`config.mk`:
```
export PLATFORM = sky130hd
export DESIGN_NAME = imem_loader
export DESIGN_NICKNAME = d
export VERILOG_FILES = /design/src/rtl/imem_loader.sv
export SDC_FILE = /design/constraint.sdc
export NUM_CORES = 1
export LEC_CHECK = 0
export CAP_MARGIN = 5
export CORE_ASPECT_RATIO = 1.25
export CORE_MARGIN = 3
export CORE_UTILIZATION = 53
export CTS_CLUSTER_SIZE = 30
export DETAILED_ROUTE_END_ITERATION = 7
export GPL_TIMING_DRIVEN = 0
export PLACE_DENSITY_LB_ADDON = 0.3
export SYNTH_ARGS = -nofsm -noshare
export SYNTH_HDL_FRONTEND = slang
export SYNTH_SLANG_ARGS = --single-unit
```
`constraint.sdc`:
```
create_clock -name clk -period 2.4 [get_ports clk]
set_input_delay 0.48 -clock clk [delete_from_list [all_inputs] [get_ports clk]]
set_output_delay 0.48 -clock clk [all_outputs]
set_load 0.1 [all_outputs]
```
`src/rtl/imem_loader.sv`:
```
// imem_loader: receives a little-endian byte stream and writes it as 32-bit
// words into instruction memory, starting at a captured base address.
// Optional feature: define IMEM_LOADER_CHECKSUM_EN to require a trailing
// checksum byte after the last word (8-bit sum of all bytes must be zero).
module imem_loader #(
  parameter int ADDR_W = 10
) (
  input  logic              clk,
  input  logic              rst,
  input  logic              start,
  input  logic [ADDR_W-1:0] base_addr,
  input  logic [ADDR_W:0]   word_count,
  input  logic              abort,
  input  logic              in_valid,
  input  logic [7:0]        in_data,
  output logic              in_ready,
  output logic              write_en,
  output logic [ADDR_W-1:0] write_addr,
  output logic [31:0]       write_data,
  output logic              busy,
  output logic              done,
  output logic              err
);

  localparam logic [ADDR_W:0]   MAX_WORDS = {1'b1, {ADDR_W{1'b0}}};
  localparam logic [ADDR_W:0]   ONE_WORD  = {{ADDR_W{1'b0}}, 1'b1};
  localparam logic [ADDR_W-1:0] ONE_ADDR  = {{(ADDR_W-1){1'b0}}, 1'b1};

`ifdef IMEM_LOADER_CHECKSUM_EN
  typedef enum logic [1:0] {
    ST_IDLE  = 2'd0,
    ST_LOAD  = 2'd1,
    ST_CHECK = 2'd2,
    ST_DONE  = 2'd3
  } state_t;
  // State entered once all words have been written.
  localparam state_t ST_TAIL = ST_CHECK;
`else
  typedef enum logic [1:0] {
    ST_IDLE  = 2'd0,
    ST_LOAD  = 2'd1,
    ST_DONE  = 2'd3
  } state_t;
  localparam state_t ST_TAIL = ST_DONE;
`endif

  state_t            r_state;
  state_t            w_state_next;
  logic [1:0]        r_byte_cnt;
  logic [ADDR_W:0]   r_word_cnt;
  logic [ADDR_W:0]   r_words_total;
  logic [ADDR_W-1:0] r_addr;
  logic [23:0]       r_partial;
  logic              r_last;
  logic              r_write_en;
  logic [ADDR_W-1:0] r_write_addr;
  logic [31:0]       r_write_data;
  logic              r_err;
`ifdef IMEM_LOADER_CHECKSUM_EN
  logic [7:0]        r_sum;
  logic [7:0]        w_sum_total;
`endif

  logic [ADDR_W:0]   w_count_eff;
  logic [ADDR_W:0]   w_word_cnt_inc;
  logic              w_active;
  logic              w_accept;
  logic              w_load_byte;

  // Requests above the memory depth are clamped to a full-memory load.
  assign w_count_eff    = (word_count > MAX_WORDS) ? MAX_WORDS : word_count;
  assign w_word_cnt_inc = r_word_cnt + ONE_WORD;
  // Abort wins over byte acceptance in the same cycle.
  assign w_accept       = in_valid && in_ready && !abort;
  assign w_load_byte    = w_accept && (r_state == ST_LOAD);
`ifdef IMEM_LOADER_CHECKSUM_EN
  assign w_sum_total    = r_sum + in_data;
`endif

  assign write_en   = r_write_en;
  assign write_addr = r_write_addr;
  assign write_data = r_write_data;
  assign err        = r_err;

  // State register
  always_ff @(posedge clk or negedge rst) begin
    if (!rst) begin
      r_state <= ST_IDLE;
    end else begin
      r_state <= w_state_next;
    end
  end

  // Next-state logic
  always_comb begin
    w_state_next = r_state;
    case (r_state)
      ST_IDLE: begin
        if (start) begin
          w_state_next = (w_count_eff == '0) ? ST_TAIL : ST_LOAD;
        end
      end
      ST_LOAD: begin
        // r_last marks the cycle in which the final word's write is issued.
        if (abort) begin
          w_state_next = ST_IDLE;
        end else if (r_last) begin
          w_state_next = ST_TAIL;
        end
      end
`ifdef IMEM_LOADER_CHECKSUM_EN
      ST_CHECK: begin
        if (abort) begin
          w_state_next = ST_IDLE;
        end else if (w_accept) begin
          w_state_next = ST_DONE;
        end
      end
`endif
      ST_DONE: w_state_next = ST_IDLE;
      default: w_state_next = ST_IDLE;
    endcase
  end

  // Output decode from the current state
  always_comb begin
    w_active = (r_state == ST_LOAD);
`ifdef IMEM_LOADER_CHECKSUM_EN
    if (r_state == ST_CHECK) begin
      w_active = 1'b1;
    end
`endif
    // Ready drops right after the last data byte so no extra byte is taken.
    in_ready = w_active && !((r_state == ST_LOAD) && r_last);
    busy     = (r_state != ST_IDLE);
    done     = (r_state == ST_DONE);
  end

  // Byte assembly, word writes, counters and error flag
  always_ff @(posedge clk or negedge rst) begin
    if (!rst) begin
      r_byte_cnt    <= '0;
      r_word_cnt    <= '0;
      r_words_total <= '0;
      r_addr        <= '0;
      r_partial     <= '0;
      r_last        <= 1'b0;
      r_write_en    <= 1'b0;
      r_write_addr  <= '0;
      r_write_data  <= '0;
      r_err         <= 1'b0;
`ifdef IMEM_LOADER_CHECKSUM_EN
      r_sum         <= '0;
`endif
    end else begin
      r_write_en <= 1'b0;
      if ((r_state == ST_IDLE) && start) begin
        r_addr        <= base_addr;
        r_words_total <= w_count_eff;
        r_word_cnt    <= '0;
        r_byte_cnt    <= '0;
        r_partial     <= '0;
        r_last        <= 1'b0;
        r_err         <= 1'b0;
`ifdef IMEM_LOADER_CHECKSUM_EN
        r_sum         <= '0;
`endif
      end else if (abort && w_active) begin
        // Partial word is dropped; an already-registered write still fires.
        r_err      <= 1'b1;
        r_byte_cnt <= '0;
        r_partial  <= '0;
      end else if (w_load_byte) begin
        r_byte_cnt <= r_byte_cnt + 2'd1;
`ifdef IMEM_LOADER_CHECKSUM_EN
        r_sum      <= w_sum_total;
`endif
        case (r_byte_cnt)
          2'd0: r_partial[7:0]   <= in_data;
          2'd1: r_partial[15:8]  <= in_data;
          2'd2: r_partial[23:16] <= in_data;
          default: begin
            r_write_en   <= 1'b1;
            r_write_addr <= r_addr;
            r_write_data <= {in_data, r_partial};
            r_addr       <= r_addr + ONE_ADDR;
            r_word_cnt   <= w_word_cnt_inc;
            if (w_word_cnt_inc == r_words_total) begin
              r_last <= 1'b1;
            end
          end
        endcase
      end
`ifdef IMEM_LOADER_CHECKSUM_EN
      else if (w_accept && (r_state == ST_CHECK)) begin
        if (w_sum_total != 8'd0) begin
          r_err <= 1'b1;
        end
      end
`endif
    end
  end

endmodule

```
## After elaboration in Yosys (flattened, before gate mapping)

Cells that the tools add are included.

| word-level totals | value |
|---|---|
| bits in registers | 105 |
| input port bits | 34 |
| output and inout port bits | 47 |
| logic and storage cells | 91 |

| cells by class | value |
|---|---|
| order comparisons | 1 |
| bitwise gates (word level) | 3 |
| $add $sub $neg | 3 |
| multiplexer cells | 34 |
| eq/ne operators | 9 |
| reduce and logical (&&, ||, !) cells | 28 |

Operators by type and width:

| cell | count |
|---|---|
| 24-bit 2-to-1 mux | 3 |
| 11-bit 2-to-1 mux | 5 |
| 10-bit 2-to-1 mux | 4 |
| 8-bit 2-to-1 mux | 3 |
| 2-bit 2-to-1 mux | 7 |
| 3-bit nonzero test | 4 |
| 11-bit by 1-bit adder with 11-bit output, second input constant | 1 |
| 11-bit equality test | 1 |
| 11-bit greater-than comparator, second input constant | 1 |
| 11-bit logical NOT | 1 |
| 1-bit 2-to-1 mux | 11 |
| 10-bit by 1-bit adder with 10-bit output, second input constant | 1 |
| 2-bit AND reduction | 4 |
| 4-bit AND reduction | 2 |
| 2-bit nonzero test | 4 |
| 1-bit logical AND | 7 |
| 2-bit by 1-bit equality test with 1-bit output, second input constant | 2 |
| 2-bit equality test, second input constant | 2 |
| 2-bit logical NOT | 2 |
| 2-bit inequality test, second input constant | 2 |
| 2-bit case mux with 2 select lines | 1 |
| 3-bit inequality test, second input constant | 1 |
| 1-bit NOT | 3 |
| 3-bit AND reduction | 1 |
| 4 further kinds | 5 |

## Logic depth before layout (Yosys ltp)

Gate-level depths: netlist of the first run.

| logic depth | value |
|---|---|
| word-level depth | 10 |
| gate-level depth with buffers | 8 |
| mapped depth without buffers | 7 |

## Least setup slack after synthesis of the first run

OpenSTA, ideal clock, no wires.

| timing | value |
|---|---|
| path type | register to register |
| from | register r_state[1] |
| to | register r_addr[4] |
| arrival | 2.207 ns |
| library setup time | 0.126 ns |
| cell stages (with the launch flop) | 8 |
| required time | 2.274 ns |
| path buffers | 2 |
| slack | 0.067 ns |
| period minus slack after synthesis | 2.333 ns |
| cell sequence | dfrtp_1 > buf_4 > nor3b_4 > nand2_2 > buf_2 > nand2_2 > o21ai_0 > a221o_1 |

| on the way | value |
|---|---|
| word-level cells in the longest chain between the ends | 9 |
| elaborated cells between the ends (all ways) | 15 |
| classes of those cells | eq/ne: 3; mux: 1; reduce/logical: 11 |

Ends and longest elaborated chain:

| what | line | text |
|---|---|---|
| start: declaration | 47 | `state_t r_state;` |
| start signal: assignment | 90 | `r_state <= w_state_next;` |
| 2-bit by 1-bit equality test with 1-bit output * | 127, 134 |  |
| 1-bit logical AND | 134 | `in_ready = w_active && !((r_state == ST_LOAD) && r_last);` |
| 1-bit logical NOT | 134 |  |
| 1-bit logical AND * | 134 |  |
| via in_ready | 16 | `output logic in_ready,` |
| 1-bit logical AND * (2 in series) | 74 | `assign w_accept = in_valid && in_ready && !abort;` |
| 1-bit logical AND * | 75 | `assign w_load_byte = w_accept && (r_state == ST_LOAD);` |
| 2-bit nonzero test (no line) * | n/a |  |
| 3-bit AND reduction (no line) * | n/a |  |
| end signal: assignment | 158 | `r_addr <= base_addr;` |
| end signal: assignment | 186 | `r_addr <= r_addr + ONE_ADDR;` |
| end: declaration | 52 | `logic [ADDR_W-1:0] r_addr;` |

Mark *: on every way through the listed nets, which the timed path passes. The rest lies on a longest branch.
A chain may end at the register's enable or synchronous reset.

## Worst setup path after layout of the first run

| timing | value |
|---|---|
| from | register r_write_data[23], in the netlist write_data[23] |
| to | output write_data[23] |

RTL lines:

| what | line | text |
|---|---|---|
| start: declaration | 57 | `logic [31:0] r_write_data;` |
| start signal: assignment | 185 | `r_write_data <= {in_data, r_partial};` |
| end: declaration | 19 | `output logic [31:0] write_data,` |

No word-level cell between the ends.

==> results of run 1 <==
## routing by layer
metal | part of all wire [%] | up-vias
met5 | 0 | -
met4 | 2.9 | 0
met1 | 38 | 2032
li1 | - | 2007
met2 | 54 | 136
met3 | 4.7 | 33
## worst max path at each step
stage | from | to | cells past startpoint
floorplan | r_state[1]$_DFFE_PN0P_ | r_addr[4]$_DFFE_PN0P_ | 7
global placement | rst | r_words_total[5]$_DFFE_PN0P_ | 1
detailed placement | abort | write_data[22]$_DFFE_PN0P_ | 7
CTS | write_data[24]$_DFFE_PN0P_ | write_data[24] | 1
global route | write_data[21]$_DFFE_PN0P_ | write_data[21] | 1
finish | write_data[23]$_DFFE_PN0P_ | write_data[23] | 1
## where the power goes
group / switching, mW / total [mW] / leakage, nW / internal (mW)
sequential: 0.124 / 2.01 / 1.43 / 1.89
combinational: 0.416 / 0.674 / 1.59 / 0.258
clock: 0.639 / 1.13 / 0.101 / 0.494
total: 1.18 / 3.82 / 3.13 / 2.64
## cell type report
type,instances,area (sq um),area share (%)
sequential,105,2630,43.2
multi-input combinational,396,2060,33.9
timing repair buffer,81,853,14.0
buffer,34,169,2.78
tap,120,150,2.47
clock buffer,9,124,2.04
clock inverter,7,77.6,1.28
inverter,5,18.8,0.309
## layout by cell type, fill, tap and decap left out, types with 3 or more instances in the layout
cell type,synthesis,layout
sky130_fd_sc_hd__a21oi_1,33,33
sky130_fd_sc_hd__a221o_1,5,5
sky130_fd_sc_hd__a22o_1,4,4
sky130_fd_sc_hd__a31oi_1,4,4
sky130_fd_sc_hd__and3_1,9,9
sky130_fd_sc_hd__buf_2,15,15
sky130_fd_sc_hd__buf_4,6,7
sky130_fd_sc_hd__clkbuf_1,13,13
sky130_fd_sc_hd__clkbuf_8,0,9
sky130_fd_sc_hd__clkdlybuf4s50_1,0,60
sky130_fd_sc_hd__dfrtp_1,105,105
sky130_fd_sc_hd__dlygate4sd2_1,0,5
sky130_fd_sc_hd__dlymetal6s2s_1,0,13
sky130_fd_sc_hd__ha_1,6,6
sky130_fd_sc_hd__inv_1,4,4
sky130_fd_sc_hd__inv_6,0,3
sky130_fd_sc_hd__mux2i_1,3,3
sky130_fd_sc_hd__nand2_1,192,192
sky130_fd_sc_hd__nand2b_1,3,3
sky130_fd_sc_hd__nand3_1,29,29
sky130_fd_sc_hd__nand3b_1,7,7
sky130_fd_sc_hd__nand4_1,7,7
sky130_fd_sc_hd__nor2_1,15,15
sky130_fd_sc_hd__nor3_1,5,5
sky130_fd_sc_hd__nor3b_1,3,3
sky130_fd_sc_hd__nor4_1,3,3
sky130_fd_sc_hd__o21ai_0,21,21
sky130_fd_sc_hd__o31ai_1,5,5
sky130_fd_sc_hd__xnor2_1,4,4
sky130_fd_sc_hd__xor2_1,7,7
## flip-flops by register name, summed over array words and instances (netlist names)
name	flops
r_byte_cnt	2
r_words_total	11
write_addr	10
err	1
r_last	1
r_state	2
r_addr	10
r_word_cnt	11
write_data	32
write_en	1
r_partial	24
## per-stage QoR
stage           TNS (ns)  instance area, sq um  hold WS [ns]
2_1_floorplan          0                  4880         0.184
3_3_place_gp     -311.61                  5830         0.454
3_5_place_dp       -5.64                  5850         0.460
4_1_cts                0                  6050        0.0766
5_1_grt        -0.000836                  6080         0.101
6_report               0                  6080        0.0704
## timing repair
action	in CTS	in global routing
gates resized for setup	8	13
endpoints found under the setup margin	6	13
hold buffers	0	0
buffers inserted	0	0
cloned	0	0
## cells by family (layout without fill, tap and decap cells)
| group | Yosys count | after routing | share of synthesized area (%) |
|---|---|---|---|
| simple gates | 286 | 286 | 26.1 |
| xor+xnor | 12 | 12 | 2.46 |
| fa+ha+maj | 6 | 6 | 1.54 |
| flops | 105 | 105 | 53.9 |
| compound gates | 87 | 87 | 11.1 |
| mux | 5 | 5 | 1.08 |
| buf+inv | 39 | 136 | 3.85 |
==> results.md, run 1 <==
Synth:
- Yosys mapped a number of flops with a built-in enable equal to 0.
- The synthesized area divided by synthesized cell count is 9.03 sq um.
- The post-synthesis register bit count is between 100 and 150.
- The primary flip-flop cell chosen by synthesis mapping is sky130_fd_sc_hd__dfrtp_1.
- The net count after synthesis is between 500 and 600.
- By area the synthesized netlist is led by sky130_fd_sc_hd__dfrtp_1 (54%), sky130_fd_sc_hd__nand2_1 (15%), sky130_fd_sc_hd__a21oi_1 (3.4%), sky130_fd_sc_hd__nand3_1 (3.0%), sky130_fd_sc_hd__o21ai_0 (2.2%).
- The share of the synthesized area in the top cell type is a little over half.
- By instance count, the leading cell after synthesis is sky130_fd_sc_hd__nand2_1.
- The number of distinct library cell variants in the gate-level netlist after synthesis is ~50.
- The fraction of registers with async set or reset after synthesis is 100%.
- The share of the yosys chip area belonging to registers is a little over half.
- The cell count after synthesis is between 500 and 600.
- The biggest area contributor in the post-synthesis netlist is sky130_fd_sc_hd__dfrtp_1.
- By count the netlist is led by sky130_fd_sc_hd__nand2_1 (192), sky130_fd_sc_hd__dfrtp_1 (105), sky130_fd_sc_hd__a21oi_1 (33).
- The warning count from the yosys run is 0.
- After synthesis the cells add up to approximately 5000 sq um.

Worst setup path:
- The worst setup path is captured at an output pin.
- The cell type group with the largest total delay on the critical path is buffers and inverters.
- The number of cells traversed by the worst register-to-register path is 7.
- The worst reg-to-reg setup slack is 0.17 ns.
- The worst reg2reg path endpoint is write_data[25]$_DFFE_PN0P_.
- The data arrival time at the worst-slack endpoint is ~1.9 ns.
- The largest incremental delay on the critical path is between 1 and 1.5 ns.
- The standard cell with the maximum stage delay on the critical path is sky130_fd_sc_hd__clkdlybuf4s50_1.
- The worst register-to-register path begins at r_byte_cnt[0]$_DFFE_PN0P_.
- The type of element launching the critical path is a flop.
- Walking the worst path, the cells encountered are clkdlybuf4s50_1.
- By startpoint and endpoint, the worst setup path is classified as reg -> out.
- Counting both buffers and inverters, the worst setup path holds a total of 1.
- In this run the worst path has a maximum fanout of 2.
- Data on the critical path is required at its endpoint by between 1.5 and 2 ns.

Detailed routing:
- After detailed routing, the number of remaining DRC violations is 0.
- The number of routed nets with antenna violations is 0.
- The routed via count divided by cell count is around 5.6.
- Dividing the detail-routed wire length by the instance count gives around 16 microns.
- The detailed router finished its first iteration with ~250 violations.
- Summed over all layers, the routed wires come to ~12 mm.
- The first-pass iteration count of the detailed router is 5.
- Across all layers, the routed design uses ~4200 vias.

Layout:
- In the final layout, the share of cells above drive strength 1 is 8.01%.
- The count of cells in the finished layout, fillers not included, comes to roughly 760.
- The layout has 723 filler cells.
- The area growth from synthesis to layout is 24.7%.
- The number of antenna repair diodes is 0.
- The final standard cell utilization of the core is 68.8%.
- At the end of the flow, the number of nets in the layout was ~670.

Global routing:
- Global routing consumed, on the met3 layer, under 10% of the routing resources.
- The global routing's busiest layer is met2.
- The number of global-route vias before repair is roughly 4300.
- The largest net degree at the start of global routing is between 60 and 70.
- The first global-routing pass estimated between 20 and 25 mm of wire.
- For this run, global-route usage on met1 was measured as between 20% and 30%.
- For this run the aggregate overflow at the end of global routing stands at 0.
- The total track usage is roughly a quarter.
- For this run, global-route usage on met2 was measured as 44.6%.
- The number of antenna violations at the first check in global routing is 0.

Place:
- The number of port buffers is 80.
- The placed wire-length estimate is about 8.9 mm.
- At the placement stage, the worst setup path has a slack of -0.245 ns.
- The final RePlAce weighted congestion is 0.891.
- After detailed placement, the design holds a cell count of roughly 740.

Timing:
- The actual transition at the worst max-transition pin is 0.997 ns.
- The max-slew violation count is 0.
- Timing would allow up to 421 MHz.
- After layout, the worst path uses 98.9% of the clock period.
- Setup violations remaining at the end of the flow were counted as 0.
- The count of final hold-check violations is 0.
- The final critical-path required period is approximately 2.4 ns.
- In this run the tightest slew margin relative to its limit is between 30% and 40%.
- The minimum setup slack in the final design is ~0.026 ns.
- On the final layout, the worst clock skew is between 0.009 and 0.01 ns.

Power:
- VDD sags by at most between 0.0002 and 0.0003 V.
- The power per cell area is between 600 and 700 nW/um^2.
- The static leakage is between 3 and 4 nW.
- The completed layout was analyzed and its total power is between 3 and 4 mW.

Floorplan:
- The height of the die is around 110 microns.
- The core box area is around 8800 sq um.
- The width of the die is slightly above 90 microns.
- Once the floorplan was initialized, standard cells occupied 55.1% of the core.
- The number of I/O pins is between 80 and 90.
- The number of rows in the core area is 38.
- The floorplan step defined a die boundary enclosing 10400 sq um.

Clock tree:
- The tree is rooted in a sky130_fd_sc_hd__clkbuf_8.
- Clock latency on the worst-skew pair, taken at its later pin, is roughly 0.38 ns.
- The CTS sink count is approximately 110.
- The total clock buffers created by CTS is 9.
- After clock tree synthesis, the clock-pin slew on the worst setup and hold paths is about 0.11 ns.
- The number of levels the H-tree was split into is 3.
- Counting along the longest clock path gives a buffer depth of 2.
- The TritonCTS clock tree is built.

Run status:
- The run finished with clean final reports.

Job:
- Max-cap violations in this run came to 0.

Hold path:
- The path class of the lowest-slack min-delay path is in -> async.
Note: power is estimated with default switching activity, not from simulation.
==> run 2: changes to the inputs <==
Settings changed: SKIP_LAST_GASP set to 1.
==> results.md, run 2 (synthesis results as in run 1) <==
Worst setup path:
- Of all nets on the critical path, the largest fanout is 2.
- The signal on the critical path passes through clkdlybuf4s50_1.
- In this run the number of cells on the critical path is 1.
- The cell type group with the largest total delay on the critical path is buffers and inverters.
- The standard cell with the maximum stage delay on the critical path is sky130_fd_sc_hd__clkdlybuf4s50_1.
- Tracing the worst setup path back leads to its startpoint at write_data[23]$_DFFE_PN0P_.
- The largest incremental delay on the critical path is 1.14 ns.
- At the worst endpoint, the arrival time is about 1.9 ns.
- Counting cells, the worst reg-to-reg path comes to 7.
- The worst setup path is captured at an output pin.
- The buffers plus inverters on the worst setup path is 1.
- The type of element launching the critical path is a flop.
- STA puts the critical path data required time at around 1.9 ns.
- The worst flop-to-flop path startpoint is r_byte_cnt[0]$_DFFE_PN0P_.
- The critical path in this run is classified as reg -> out.

Timing:
- The count of final hold-check violations is 0.
- Between clock sinks in the finished design, the worst skew comes to about 0.012 ns.
- In the post-route analysis, the smallest setup slack over all paths is about 0.026 ns.
- The worst hold slack across all endpoints is 0.0715 ns.
- The max-slew violation count was 0.
- Headroom to the max-slew limit came out at between 30% and 40%.
- The top achievable clock speed is approximately 420 MHz.
- The post-route fraction of the period consumed by the critical path is a little over nine tenths.
- The actual transition at the worst max-transition pin is approximately 1 ns.
- The sum of negative setup slack is 0 ns.
- The final critical-path required period is ~2.4 ns.
- Setup violations remaining at the end of the flow were counted as 0.

Global routing:
- The number of antenna violations at the first check in global routing is 0.
- The number of global-route vias before repair is around 4300.
- In the global route stage, overall resource usage came out at around 24%.
- The total overflow left after global routing is 0.
- The first global-routing pass estimated 20.1 mm of wire.
- The largest net degree at the start of global routing is 67.

Detailed routing:
- The routed via count divided by cell count is between 5 and 6.
- The overall via count from detail_route is roughly 4200.
- The number of routed nets with antenna violations is 0.
- The residual DRC count is 0.
- After detailed routing, the average wire length per cell comes to between 15 and 20 microns.
- The first-iteration detailed-routing DRC count is around 260.
- Summed over all layers, the routed wires come to roughly 12 mm.
- The first-pass iteration count of the detailed router is 4.

Power:
- The worst voltage drop across the vdd grid is a little under 0.0003 V.
- The internal portion of the total power is between 2 and 3 mW.
- Summed over all nets, the switching power comes to roughly 1.2 mW.
- In this run switching power makes up a little under a third of total power.
- The sequential cell fraction of total power is a little over half.
- The static leakage is approximately 3.1 nW.
- The power per cell area is around 630 nW/um^2.
- In this run, the combinational gates consume between 15 and 20% of the power.
- Of the total power, the clock network draws just under 30%.

Clock tree:
- The TritonCTS clock tree is built.
- For this design, the CTS-stage hold fixing added 0 buffers.
- Clock tree synthesis selected as its root buffer the cell sky130_fd_sc_hd__clkbuf_8.
- The number of clock buffers added by TritonCTS is 9.
- No sink is reached through more buffers than the 2 on the longest clock path.
- The clock network latency to the later pin of the worst-skew pair is 0.38 ns.
- In this run the post-CTS setup repair buffer count came out at 0.
- The CTS clock-pin slew for the worst setup and hold paths is roughly 0.11 ns.
- Counting every sink on the clock net gives approximately 110.
- CTS built an H-tree with a depth of 3.

Place:
- The number of port buffers is 80.
- The placed wire-length estimate is slightly below 9 mm.
- Prior to clock tree synthesis, the placed netlist has a worst setup slack of -0.245 ns.
- At the end of routability-driven placement, the weighted congestion stood at slightly below 0.9.
- The number of cells after detailed placement is 741.

Floorplan:
- The number of rows in the core area is 38.
- The width of the die is between 90 and 100 microns.
- The floorplan step set the die height to around 110 microns.
- The starting density of the core is a little under three fifths.
- The die covers ~10000 sq um.
- The total area inside the core boundary comes to 8840 sq um.
- The number of I/O pins is 81.

Layout:
- The number of antenna repair diodes is 0.
- In the layout the commonest cells are sky130_fd_sc_hd__nand2_1 (192), sky130_fd_sc_hd__dfrtp_1 (105), sky130_fd_sc_hd__clkdlybuf4s50_1 (60).
- The net count reported at finish is between 600 and 700.
- The final standard cell utilization of the core is between 60% and 70%.
- The number of flip-flops under the largest register name is 32.
- The final non-filler cell total is about 760.
- From synthesis to final layout, the design area changed by 24.6%.
- The share of cells above drive strength 1 is about 8.0%.
- The leading cell type in the layout, fill and taps excluded is sky130_fd_sc_hd__nand2_1.

Hold path:
- The min-delay analysis places its worst path in the category in -> async.

Run status:
- The flow ran to the end, and the final reports show no timing, DRC or antenna violations.

Job:
- The tool flagged a number of max-cap violations equal to 0.
-- run 2: per-layer routing --
metal	GRT usage, %	routed length [microns]	up-vias
met1	27.9	4650	2046
met2	44.6	6440	142
met4	11.7	344	0
met3	3.92	579	33
met5	0	0	-
li1	-	-	2005
-- run 2: power by group through the flow --
stage	registers (mW)	logic [mW]	clock network [mW]
floorplan	2.09	0.376	0
global placement	2.03	0.652	0
finish	2.01	0.672	1.13
global route	2.03	0.738	1.21
detailed placement	2.04	0.676	0
CTS	2.01	0.675	1.13
-- run 2: area by class of cell --
cell class	count	area, sq um
flip-flops and latches	105	2630
multi-input cells	396	2060
clock buffers	9	124
repair buffers	81	847
inverters	5	18.8
clock inverters	7	77.6
fillers	722	2770
well taps	120	150
plain buffers	34	169
-- run 2: worst paths after layout --
| check | slack [ns] | end |
|---|---|---|
| max reg2reg | 0.17 | write_data[25]$_DFFE_PN0P_ |
| min | 0.07 | write_data[19]$_DFFE_PN0P_ |
| min reg2reg | 0.48 | write_data[16]$_DFFE_PN0P_ |
| max | 0.03 | write_data[23] |
| max in group asynchronous | 1.63 | err$_DFFE_PN0N_ |
| min in group clk | 0.48 | write_data[16]$_DFFE_PN0P_ |
-- run 2: repair_timing --
action	4_1_cts	5_1_grt
endpoints found under the setup margin	6	14
endpoints found under the hold margin	0	0
resized for setup	6	15
pin swaps	0	0
-- run 2: per-stage QoR --
step	area [sq um]	total power [mW]
2_1_floorplan	4880	2.47
3_3_place_gp	5830	2.69
3_5_place_dp	5850	2.72
4_1_cts	6050	3.82
5_1_grt	6080	3.98
6_report	6080	3.81
-- run 2: worst reg2reg max path, stage by stage, from the launching register on --
cell	delay, ns
sky130_fd_sc_hd__dfrtp_1	0.44
sky130_fd_sc_hd__ha_1	0.21
sky130_fd_sc_hd__and3b_1	0.22
sky130_fd_sc_hd__nand2_2	0.12
sky130_fd_sc_hd__clkbuf_1	0.49
sky130_fd_sc_hd__clkbuf_1	0.49
sky130_fd_sc_hd__nand2_1	0.13
sky130_fd_sc_hd__nand2_1	0.09
==> run 3: changes to the inputs <==
Settings changed: CTS_CLUSTER_DIAMETER set to 60.
==> results of run 3 <==
No change in the layout: final DEF, timing and power equal those of run 2.
